`src/rtl/multicycle_controller.sv`:
```
// Multi-cycle MIPS control FSM: IF/ID/EX/MEM/WB sequencing with a mem_ready
// handshake, a memory watchdog and illegal-instruction trapping.
module multicycle_controller #(
  parameter int MEM_TIMEOUT = 15,
  parameter int TO_W        = (MEM_TIMEOUT > 0) ? $clog2(MEM_TIMEOUT + 1) : 1
) (
  input  logic       clk,
  input  logic       rst_n,
  input  logic [5:0] OP,
  input  logic [5:0] func,
  input  logic       ZF,
  input  logic       mem_ready,
  output logic       Mem_Req,
  output logic       IorD,
  output logic       Mem_Write,
  output logic       IR_Write,
  output logic       PC_Write,
  output logic [1:0] PC_s,
  output logic [1:0] w_r_s,
  output logic [1:0] wr_data_s,
  output logic       imm_s,
  output logic       rt_imm_s,
  output logic [2:0] ALU_OP,
  output logic       Write_Reg,
  output logic [2:0] state,
  output logic       illegal,
  output logic       timeout
);

  typedef enum logic [2:0] {
    S_IF  = 3'd0,
    S_ID  = 3'd1,
    S_EX  = 3'd2,
    S_MEM = 3'd3,
    S_WB  = 3'd4,
    S_ERR = 3'd7
  } state_t;

  localparam logic [TO_W-1:0] LP_TIMEOUT = TO_W'(MEM_TIMEOUT);

  state_t          r_state;
  logic [TO_W-1:0] r_cnt;
  logic            r_illegal;
  logic            r_timeout;

  logic       w_legal;
  logic       w_isR;
  logic       w_isJ;
  logic       w_isJal;
  logic       w_isJr;
  logic       w_isBeq;
  logic       w_isBne;
  logic       w_isLw;
  logic       w_isSw;
  logic [2:0] w_aluOp;
  logic       w_immS;
  logic       w_rtImmS;
  logic       w_wdExpired;
  logic       w_taken;

  // Instruction decode, shared by the ID/EX/MEM/WB output logic.
  always_comb begin
    w_legal  = 1'b0;
    w_isR    = 1'b0;
    w_isJ    = 1'b0;
    w_isJal  = 1'b0;
    w_isJr   = 1'b0;
    w_isBeq  = 1'b0;
    w_isBne  = 1'b0;
    w_isLw   = 1'b0;
    w_isSw   = 1'b0;
    w_aluOp  = 3'b100;
    w_immS   = 1'b0;
    w_rtImmS = 1'b0;
    case (OP)
      6'b000000: begin
        w_isR   = 1'b1;
        w_legal = 1'b1;
        case (func)
          6'b100000: w_aluOp = 3'b100;
          6'b100010: w_aluOp = 3'b101;
          6'b100100: w_aluOp = 3'b000;
          6'b100101: w_aluOp = 3'b001;
          6'b100110: w_aluOp = 3'b010;
          6'b100111: w_aluOp = 3'b011;
          6'b101011: w_aluOp = 3'b110;
          6'b000100: w_aluOp = 3'b111;
          6'b001000: w_isJr  = 1'b1;
          default:   w_legal = 1'b0;
        endcase
      end
      6'b001000: begin w_legal = 1'b1; w_aluOp = 3'b100; w_immS = 1'b1; w_rtImmS = 1'b1; end
      6'b001100: begin w_legal = 1'b1; w_aluOp = 3'b000; w_rtImmS = 1'b1; end
      6'b001110: begin w_legal = 1'b1; w_aluOp = 3'b010; w_rtImmS = 1'b1; end
      6'b001011: begin w_legal = 1'b1; w_aluOp = 3'b110; w_rtImmS = 1'b1; end
      6'b100011: begin w_legal = 1'b1; w_isLw = 1'b1; w_immS = 1'b1; w_rtImmS = 1'b1; end
      6'b101011: begin w_legal = 1'b1; w_isSw = 1'b1; w_immS = 1'b1; w_rtImmS = 1'b1; end
      6'b000100: begin w_legal = 1'b1; w_isBeq = 1'b1; w_aluOp = 3'b101; w_immS = 1'b1; end
      6'b000101: begin w_legal = 1'b1; w_isBne = 1'b1; w_aluOp = 3'b101; w_immS = 1'b1; end
      6'b000010: begin w_legal = 1'b1; w_isJ = 1'b1; end
      6'b000011: begin w_legal = 1'b1; w_isJal = 1'b1; end
      default:   w_legal = 1'b0;
    endcase
  end

  // A ready response in the same cycle as the limit wins over the watchdog.
  assign w_wdExpired = (MEM_TIMEOUT != 0) && (r_cnt == LP_TIMEOUT);
  assign w_taken     = (w_isBeq && ZF) || (w_isBne && !ZF);

  always_ff @(posedge clk) begin
    if (!rst_n) begin
      r_state   <= S_IF;
      r_cnt     <= '0;
      r_illegal <= 1'b0;
      r_timeout <= 1'b0;
    end else begin
      r_cnt <= '0;
      case (r_state)
        S_IF: begin
          if (mem_ready) begin
            r_state <= S_ID;
          end else if (w_wdExpired) begin
            r_state   <= S_ERR;
            r_timeout <= 1'b1;
          end else if (MEM_TIMEOUT != 0) begin
            r_cnt <= r_cnt + TO_W'(1);
          end
        end
        S_ID: begin
          if (!w_legal) begin
            r_state   <= S_ERR;
            r_illegal <= 1'b1;
          end else if (w_isJ || w_isJal || w_isJr) begin
            r_state <= S_IF;
          end else begin
            r_state <= S_EX;
          end
        end
        S_EX: begin
          if (w_isBeq || w_isBne)     r_state <= S_IF;
          else if (w_isLw || w_isSw)  r_state <= S_MEM;
          else                        r_state <= S_WB;
        end
        S_MEM: begin
          if (mem_ready) begin
            r_state <= w_isLw ? S_WB : S_IF;
          end else if (w_wdExpired) begin
            r_state   <= S_ERR;
            r_timeout <= 1'b1;
          end else if (MEM_TIMEOUT != 0) begin
            r_cnt <= r_cnt + TO_W'(1);
          end
        end
        S_WB:    r_state <= S_IF;
        default: r_state <= S_ERR;
      endcase
    end
  end

  // Control outputs are decoded from the current state; reset forces them all low.
  always_comb begin
    Mem_Req   = 1'b0;
    IorD      = 1'b0;
    Mem_Write = 1'b0;
    IR_Write  = 1'b0;
    PC_Write  = 1'b0;
    PC_s      = 2'b00;
    w_r_s     = 2'b00;
    wr_data_s = 2'b00;
    imm_s     = 1'b0;
    rt_imm_s  = 1'b0;
    ALU_OP    = 3'b000;
    Write_Reg = 1'b0;
    if (rst_n) begin
      case (r_state)
        S_IF: begin
          Mem_Req = 1'b1;
          if (mem_ready) begin
            IR_Write = 1'b1;
            PC_Write = 1'b1;
          end
        end
        S_ID: begin
          if (w_isJ || w_isJal) begin
            PC_Write = 1'b1;
            PC_s     = 2'b11;
          end
          if (w_isJal) begin
            Write_Reg = 1'b1;
            w_r_s     = 2'b10;
            wr_data_s = 2'b10;
          end
          if (w_isJr) begin
            PC_Write = 1'b1;
            PC_s     = 2'b01;
          end
        end
        S_EX: begin
          ALU_OP   = w_aluOp;
          imm_s    = w_immS;
          rt_imm_s = w_rtImmS;
          if (w_taken) begin
            PC_Write = 1'b1;
            PC_s     = 2'b10;
          end
        end
        S_MEM: begin
          Mem_Req   = 1'b1;
          IorD      = 1'b1;
          Mem_Write = w_isSw;
          ALU_OP    = 3'b100;
          imm_s     = 1'b1;
          rt_imm_s  = 1'b1;
        end
        S_WB: begin
          Write_Reg = 1'b1;
          w_r_s     = w_isR ? 2'b00 : 2'b01;
          wr_data_s = w_isLw ? 2'b01 : 2'b00;
          ALU_OP    = w_aluOp;
          imm_s     = w_immS;
          rt_imm_s  = w_rtImmS;
        end
        default: ;
      endcase
    end
  end

  assign state   = r_state;
  assign illegal = r_illegal;
  assign timeout = r_timeout;

endmodule

```
`config.mk`:
```
export PLATFORM = sky130hd
export DESIGN_NAME = multicycle_controller
export DESIGN_NICKNAME = d
export VERILOG_FILES = /design/src/rtl/multicycle_controller.sv
export SDC_FILE = /design/constraint.sdc
export NUM_CORES = 1
export LEC_CHECK = 0
export CORE_MARGIN = 1
export CORE_UTILIZATION = 44
export CTS_CLUSTER_DIAMETER = 100
export DETAILED_ROUTE_END_ITERATION = 8
export PLACE_DENSITY_LB_ADDON = 0.08
export SYNTH_ARGS = -nofsm -noshare
export SYNTH_HDL_FRONTEND = slang
export SYNTH_SLANG_ARGS = --single-unit
```
`constraint.sdc`:
```
create_clock -name clk -period 1.85 [get_ports clk]
set_input_delay 0.2775 -clock clk [delete_from_list [all_inputs] [get_ports clk]]
set_output_delay 0.2775 -clock clk [all_outputs]
set_load 0.02 [all_outputs]
```
==> results of run 1 <==
## registers in the layout (all words and copies together), names as in the netlist
signal and count:
timeout 1, r_cnt 4, state 3, illegal 1
## area by class of cell
cell class                      instances  area [um2]
Multi-Input combinational cell        118       924.6
Timing Repair Buffer                   84       686.9
Fill cell                             128       362.8
Sequential cell                         9       186.4
Tap cell                               28       35.03
Clock buffer                            4       26.28
Inverter                                3       11.26
## worst register-to-register path: cells and delay by family (launching register included)
kind / cells / cell delay (ps)
AO/OA/AOI/OAI: 1 / 170
buffers and inverters: 2 / 320
flip-flops: 1 / 360
AND/OR/NAND/NOR: 3 / 810
## cell usage after synthesis (3+ instances only)
cell type	n	area, um2
clkbuf_1	3	11.26
nand2b_1	3	18.77
dfxtp_1	9	180.2
nor2b_1	9	56.30
inv_1	3	11.26
o31ai_1	3	22.52
nor2_1	13	48.80
nand2_1	10	37.54
a21oi_1	3	15.01
nand3b_1	4	30.03
nand3_1	4	20.02
buf_2	3	15.01
o21ai_0	3	15.01
o21ba_2	3	30.03
xor2_1	4	35.03
buf_4	3	22.52
and3_1	6	37.54
## timing repair
item	CTS	global route
setup endpoints to repair	21	14
resized for setup	124	21
hold buffers	0	0
buffers inserted	3	0
gates cloned	0	0
pin swaps	9	11
## metrics by stage
stage          utilization  hold WS [ps]  power [W]  instances
6_report            0.8375         441.8   0.001550        246
5_1_grt             0.8375         469.7   0.001640        246
4_1_cts             0.8190         447.1   0.001487        246
3_5_place_dp        0.7787         437.4   0.001315        239
3_3_place_gp        0.7787         434.8   0.001294        239
2_1_floorplan            -         417.5  0.0008053        140
## kinds of logic after synthesis
kind of cell,count (synthesis)
AOI/OAI and AO/OA,39
buffers and inverters,13
adders and majority gates,1
and+or+nand+nor,73
xor gates and xnor gates,5
DFF,9
## worst paths after layout
kind,start,depth (start not counted),slack (ps),end
setup reg to reg,state[1],6,110,state[0]
setup / recovery,OP[4],6,30,PC_Write
hold / removal,r_cnt[0],1,440,r_cnt[0]
hold reg to reg,r_cnt[0],1,440,r_cnt[0]
## where the power goes
part,internal (W),leakage (nW),total [W],switching (W)
logic,0.000539,0.759,0.00109,0.000547
registers,0.000255,0.0747,0.000319,0.0000642
clock network,0.0000827,0.0150,0.000144,0.0000616
## routing by layer
metal	vias up	track usage	share of wire
li1	689	-	-
met1	663	0.3454	0.45
met2	48	0.5333	0.50
met3	2	0.02121	0.042
met4	0	0.07870	0.0043
met5	-	0	0
==> flow_summary.toml, run 1 <==
[pwr]
ir_drop_mv = 0.8975
powerDensity_nw_per_um2 = 828.4
leakagePower_nw = 0.8488

[finish]
drive_above_1_share = 0.4725
nets = 236
final_area_um2 = 1871
syn_to_final_growth_pct = 78.83
final_common_cell = "buf_4"
antennaDiodeCount = 0
mostFrequentLayoutCells = "buf_4, nor2_1, nand2_1"

[floorplanning]
start_util = 0.4683
dieHeight_um = 50.76
die_area_um2 = 2576
core_area_um2 = 2233
core.rowCount = 17
die_w_um = 50.76
ios = 38

[detailed_routing]
drc = 0
vias = 1402
ant_nets = 0
first_pass_iters = 4
drt_iter0_drc = 41
routed_wl_um = 3529
avgRoutedWirePerCell_um = 14.35
viasPerCell = 5.699

[clock_tree]
cts_tree = "yes"
cts_inserted_buffers = 3
clkTransAtPathRegs_ps = 50
htreeDepth = 1
cts.sinks = 9
clockBufferDepth = 2
root_buffer = "clkbuf_4"
clk_latency_ps = 250

[placement]
gp_congestion = 0.8668
place_area_um2 = 1739
hpwlAfterDp_um = 2706
place_ws_ps = -889.5
portBuffers = 37

[synthesis]
syn-mean-instance-area_um2 = 7.471
netlist_area_um2 = 1046
synthesis.nets = 157
synth-simple-area-share = 0.4258
yosysWarnings = 0
synth_compound_area_frac = 0.2799
async_reset_ff_frac = 0
synth-edff-count = 0
seq_area_frac_synth = 0.1722
synthXorXnorAreaFrac = 0.04187
synth_top_family_by_area = "simple AND/OR/NAND/NOR gates"
synth_fa_ha_area_frac = 0.01196
synth_seq_cells = 9
syn_inst = 140
yosysUniqueCellTypes = 56
synthMuxAreaShare = 0
synthFlopType = "dfxtp_1"

[sta]
slew_viol_final = 0
period_share = 0.9834
rsz0062_at_grt = "yes"
max_clock_freq_ghz = 0.5497
hold_viol = 0
worstMarginPinSlew_ps = 364.7
tns_ps = 0
layout_setup_ws_ps = 30.70
min_period_ps = 1819
max_slew_margin = 0.7538
finClkSkew_ps = 5.259
setup_violations = 0

[critical_path]
crit_path_top_delay_cell = "or3_4"
cp.required_ps = 1570
max_stage_delay_ps = 410
end_kind = "primary output"
crit_type = "in -> out"
worstSetupStartpointType = "input port"
cp_max_fo = 3
cp_num_buf_inv = 2
arrival_ps = 1540
cp_top_family = "simple AND/OR/NAND/NOR gates"
worstPathCellList = "buf_8 -> or3_4 -> nor3b_4 -> o21ba_4 -> o221ai_2 -> buf_4"

[global_routing]
grt_pass1_wl_um = 5630
grtUsageTotal = 0.2860
antenna_found_initial = 0
grt_pass1_vias = 1295
overflow = 0
grt_max_degree = 9

[flow_run]
cap_violations = 0

[outcome]
status = "finished clean"

[hold_path]
hp-class = "reg -> reg"
Note: power is estimated with default switching activity, not from simulation.
==> run 2, diff against run 1 <==
--- a/config.mk
+++ b/config.mk
@@ -6,7 +6,7 @@
 export NUM_CORES = 1
 export LEC_CHECK = 0
 export CORE_MARGIN = 1
-export CORE_UTILIZATION = 44
+export CORE_UTILIZATION = 31
 export CTS_CLUSTER_DIAMETER = 100
 export DETAILED_ROUTE_END_ITERATION = 8
 export PLACE_DENSITY_LB_ADDON = 0.08
==> run 2 against run 1 <==
Compared with the run above: clock power about the same; utilization is 22 points lower; first-iteration DRC count increased by 71%; sequential power rose by 1%; final area is 2.5% higher.
==> flow_summary.toml, run 2 (same netlist as run 1, synthesis figures left out) <==
[outcome]
status = "finished clean"

[floorplanning]
ios = 38
die_area_um2 = 3610
dieHeight_um = 60.09
core_area_um2 = 3128
core.rowCount = 20
die_w_um = 60.09
start_util = 0.3344

[sta]
rsz0062_at_grt = "yes"
slew_viol_final = 0
layout_setup_ws_ps = 1.865
finClkSkew_ps = 1.273
holdWs_ps = 463.4
setup_violations = 0
min_period_ps = 1848
period_share = 0.9990
tns_ps = 0
max_slew_margin = 0.7318
hold_viol = 0
max_clock_freq_ghz = 0.5411
worstMarginPinSlew_ps = 401.1

[clock_tree]
cts_tree = "yes"
clockBufferDepth = 2
cts_inserted_buffers = 3
root_buffer = "clkbuf_4"
clk_latency_ps = 250
clkTransAtPathRegs_ps = 60
htreeDepth = 1
cts.sinks = 9

[placement]
gp_congestion = 0.8177
portBuffers = 37
place_area_um2 = 1797
place_ws_ps = -862.3
hpwlAfterDp_um = 2928

[global_routing]
grt_max_degree = 10
antenna_found_initial = 0
grt_pass1_wl_um = 6258
grtUsageTotal = 0.2247
grt_pass1_vias = 1378
overflow = 0

[pwr]
ir_drop_mv = 0.6379
leakagePower_nw = 0.8767
powerDensity_nw_per_um2 = 847.0

[detailed_routing]
drc = 0
first_pass_iters = 4
vias = 1401
avgRoutedWirePerCell_um = 14.32
viasPerCell = 5.247
drt_iter0_drc = 70
routed_wl_um = 3824
ant_nets = 0

[finish]
largest_register = "r_cnt"
nets = 241
drive_above_1_share = 0.4888
final_common_cell = "buf_4"
final_area_um2 = 1917
postLayoutCoreUtil = 0.6128
syn_to_final_growth_pct = 83.25
mostFrequentLayoutCells = "buf_4, buf_2, nand2_1, buf_6, nor2_1"
largest_reg_flops = 4
antennaDiodeCount = 0

[critical_path]
arrival_ps = 1570
worstSetupStartpointType = "input port"
end_kind = "primary output"
cp.required_ps = 1570
crit_type = "in -> out"
cp_max_fo = 2

[hold_path]
hp-class = "reg -> reg"

[flow_run]
cap_violations = 0
## run 2: cell count changes in the layout (fill, tap and decap cells not counted), sizes merged
cell,previous run,this run
clkbuf,5,8
clkdlybuf4s50,8,7
dlymetal6s2s,0,1
clkdlybuf4s15,4,0
dlygate4sd2,6,7
buf,65,70
## run 2: worst max-delay path, cell delays in order
cell           delay, ps
dlygate4sd2_1        250
or3b_1               370
a21o_1               190
a211oi_2             220
o21ba_4              160
buf_6                110
## run 2: power breakdown
part | switching, W | leakage [nW] | total, W | internal [W]
Combinational | 0.000563 | 0.787 | 0.00115 | 0.000590
Sequential | 0.0000678 | 0.0747 | 0.000323 | 0.000255
Clock | 0.0000645 | 0.0150 | 0.000147 | 0.0000829
Total | 0.000696 | 0.877 | 0.00162 | 0.000928
## run 2: repair_timing
action | in CTS | in global routing
resized for setup | 115 | 30
setup endpoints to repair | 21 | 15
gates cloned | 0 | 0
pin swaps | 13 | 8
hold buffers | 0 | 0
setup buffers | 3 | 0
## run 2: worst paths after layout
path	start	cells past startpoint	slack, ps	end
setup / recovery	func[1]	6	2	ALU_OP[0]
hold / removal	timeout	1	460	timeout
setup reg to reg	state[1]	6	160	state[0]
hold reg to reg	timeout	1	460	timeout
## run 2: metrics by stage
| step | power (W) | cells |
|---|---|---|
| after CTS | 0.001558 | 267 |
| after global placement | 0.001358 | 260 |
| after floorplan | 0.0008053 | 140 |
| after global routing | 0.001734 | 267 |
| after detailed placement | 0.001363 | 260 |
| final | 0.001624 | 267 |
## run 2: per-layer routing
layer  global-route usage  wire, um  vias up
met4              0.02990         4        0
met2               0.4095      1934       34
met5                    0         0        -
met3              0.01299       136        2
met1               0.2946      1748      667
li1                     -         -      698
## run 2: area by class of cell
type                    instances  area (um2)
flip-flops and latches          9       186.4
repair buffers                 89       705.7
clock buffers                   4       26.28
multi-input cells             118       932.1
inverters                       3       11.26
well taps                      44       55.05
fillers                       323        1211
==> run 3, diff against run 2 <==
--- a/config.mk
+++ b/config.mk
@@ -5,10 +5,11 @@
 export SDC_FILE = /design/constraint.sdc
 export NUM_CORES = 1
 export LEC_CHECK = 0
+export CORE_ASPECT_RATIO = 1.25
 export CORE_MARGIN = 1
 export CORE_UTILIZATION = 31
-export CTS_CLUSTER_DIAMETER = 100
 export DETAILED_ROUTE_END_ITERATION = 8
+export GPL_TIMING_DRIVEN = 0
 export PLACE_DENSITY_LB_ADDON = 0.08
 export SYNTH_ARGS = -nofsm -noshare
 export SYNTH_HDL_FRONTEND = slang
==> run 3 against run 2 <==
Compared with the run above: the flow now finishes with violations (negative setup slack); clock-buffer cell count is the same; global-route usage shrank 2.1 points; register-to-register slack is essentially flat; combinational power grew 9%; die area is essentially flat; cell count shrank 11%; largest cell class unchanged; largest power group unchanged.
==> flow_summary.toml, run 3 (same netlist as run 1, synthesis figures left out) <==
[finish]
largest_reg_flops = 4
seq_area_um2 = 186.4
final_cells = 237
final_common_cell = "buf_4"
mostFrequentLayoutCells = "buf_4, buf_6, nand2_1"
nets = 218
fillCellCount = 319
syn_to_final_growth_pct = 75.36
largest_register = "r_cnt"
multi_input_area_um2 = 943.4
antennaDiodeCount = 0
drive_above_1_share = 0.4600

[global_routing]
grt_pass1_wl_um = 5402
grt_max_degree = 11
met1_usage = 0.2456
met3_usage = 0.02283
top_usage_layer = "met2"
antenna_found_initial = 0
grt_use_met2 = 0.3426
overflow = 0
grt_pass1_vias = 1242
grtUsageTotal = 0.2041

[placement]
hpwlAfterDp_um = 2361
dp_cells = 211
portBuffers = 34
gp_congestion = 0.7832

[hold_path]
min_from = "r_cnt[0]"
holdPathEnd = "r_cnt[0]"
whs_path_depth = 1
hp-class = "reg -> reg"

[floorplanning]
core.rowCount = 23
ios = 38
core_area_um2 = 3223
die_area_um2 = 3612
start_util = 0.3245
dieHeight_um = 66.95
die_w_um = 53.96

[clock_tree]
htreeDepth = 1
cts_inserted_buffers = 3
clkTransAtPathRegs_ps = 40
cts_tree = "yes"
cts.sinks = 9
clockBufferDepth = 2
root_buffer = "clkbuf_8"
clk_latency_ps = 230
holdBufCountCts = 0

[detailed_routing]
routed_wl_um = 3525
ant_nets = 0
first_pass_iters = 4
vias = 1328
avgRoutedWirePerCell_um = 14.87
drc = 0
drt_iter0_drc = 25
viasPerCell = 5.603

[critical_path]
arrival_ps = 1590
crit_type = "in -> out"
cp.required_ps = 1570
r2r_cells = 6
reg2reg_to = "state[0]"
end_kind = "primary output"
rr_startpoint = "state[2]"
cp_max_fo = 7
r2r_slack_ps = 170
worstSetupStartpointType = "input port"

[sta]
rsz0062_at_grt = "yes"
worstMarginPinSlew_ps = 366.7
max_slew_margin = 0.7556
slew_viol_final = 0
layout_setup_ws_ps = -15.26
max_clock_freq_ghz = 0.5361
setup_violations = 1
holdWs_ps = 452.0
min_period_ps = 1865
hold_viol = 0
finClkSkew_ps = 0.3156
period_share = 1.008

[pwr]
leakagePower_nw = 0.8127
powerDensity_nw_per_um2 = 966.8
ir_drop_mv = 0.7181

[outcome]
violations = "negative setup slack"
status = "complete, but fails checks"

[flow_run]
cap_violations = 0
[run 3: cell types whose count changed in the layout (fill, tap and decap cells not counted), moves of 2 or more]
cell             before  now
clkbuf_4              3    0
buf_2                10    4
clkdlybuf4s15_2       0    3
nor2_1                8    6
clkbuf_8              0    4
clkbuf_2              4    2
buf_6                 9   13
buf_4                50   25
clkdlybuf4s50_1       7    5
[run 3: final cells by class]
type / count / area share
timing repair buffer: 56 / 0.2633
multi-input combinational: 118 / 0.5143
clock buffer: 4 / 0.02456
tap: 37 / 0.02524
inverter: 3 / 0.007503
sequential: 9 / 0.1016
buffer: 10 / 0.06344
[run 3: worst max-delay path by stage]
| stage | from | end | slack (ps) |
|---|---|---|---|
| 6_report | OP[5] | rt_imm_s | -20 |
| 5_1_grt | OP[5] | rt_imm_s | -70 |
| 4_1_cts | OP[0] | rt_imm_s | -100 |
| 3_5_place_dp | OP[0] | rt_imm_s | -940 |
| 3_3_place_gp | OP[0] | rt_imm_s | -920 |
| 2_1_floorplan | state[0] | imm_s | 40 |
[run 3: power breakdown]
part | total [W] | leakage, nW | switching [W] | internal, W
sequential | 0.000297 | 0.0747 | 0.0000418 | 0.000255
clock | 0.000225 | 0.0228 | 0.0000750 | 0.000150
combinational | 0.00125 | 0.715 | 0.000616 | 0.000636
[run 3: critical path: stages]
cell,delay [ps]
buf_8,110
or3b_1,380
o32ai_2,340
o21ai_1,120
a21boi_1,190
buf_4,170
[run 3: per-stage QoR]
stage | setup slack [ps] | TNS, ps | instance area (um2) | power, W | utilization
finish | -15.26 | -15.26 | 1834 | 0.001773 | 0.5691
global placement | -918.0 | -12050 | 1450 | 0.001124 | 0.4499
global route | -70.92 | -140.2 | 1834 | 0.001878 | 0.5691
detailed placement | -939.1 | -11890 | 1450 | 0.001127 | 0.4499
floorplan | 35.18 | 0 | 1064 | 0.0008053 | -
CTS | -95.85 | -151.2 | 1697 | 0.001569 | 0.5264
[run 3: what timing repair did]
| item | in CTS | in global routing |
|---|---|---|
| gates cloned | 1 | 0 |
| setup endpoints to repair | 18 | 14 |
| buffers inserted | 14 | 7 |
| resized for setup | 129 | 39 |
| pin swaps | 8 | 15 |
| endpoints found under the hold margin | 0 | 0 |
[run 3: routing by layer]
layer  vias up  share of wire
met1       633           0.43
li1        648              -
met3         7          0.050
met4         0          0.021
met5         -              0
met2        40           0.50
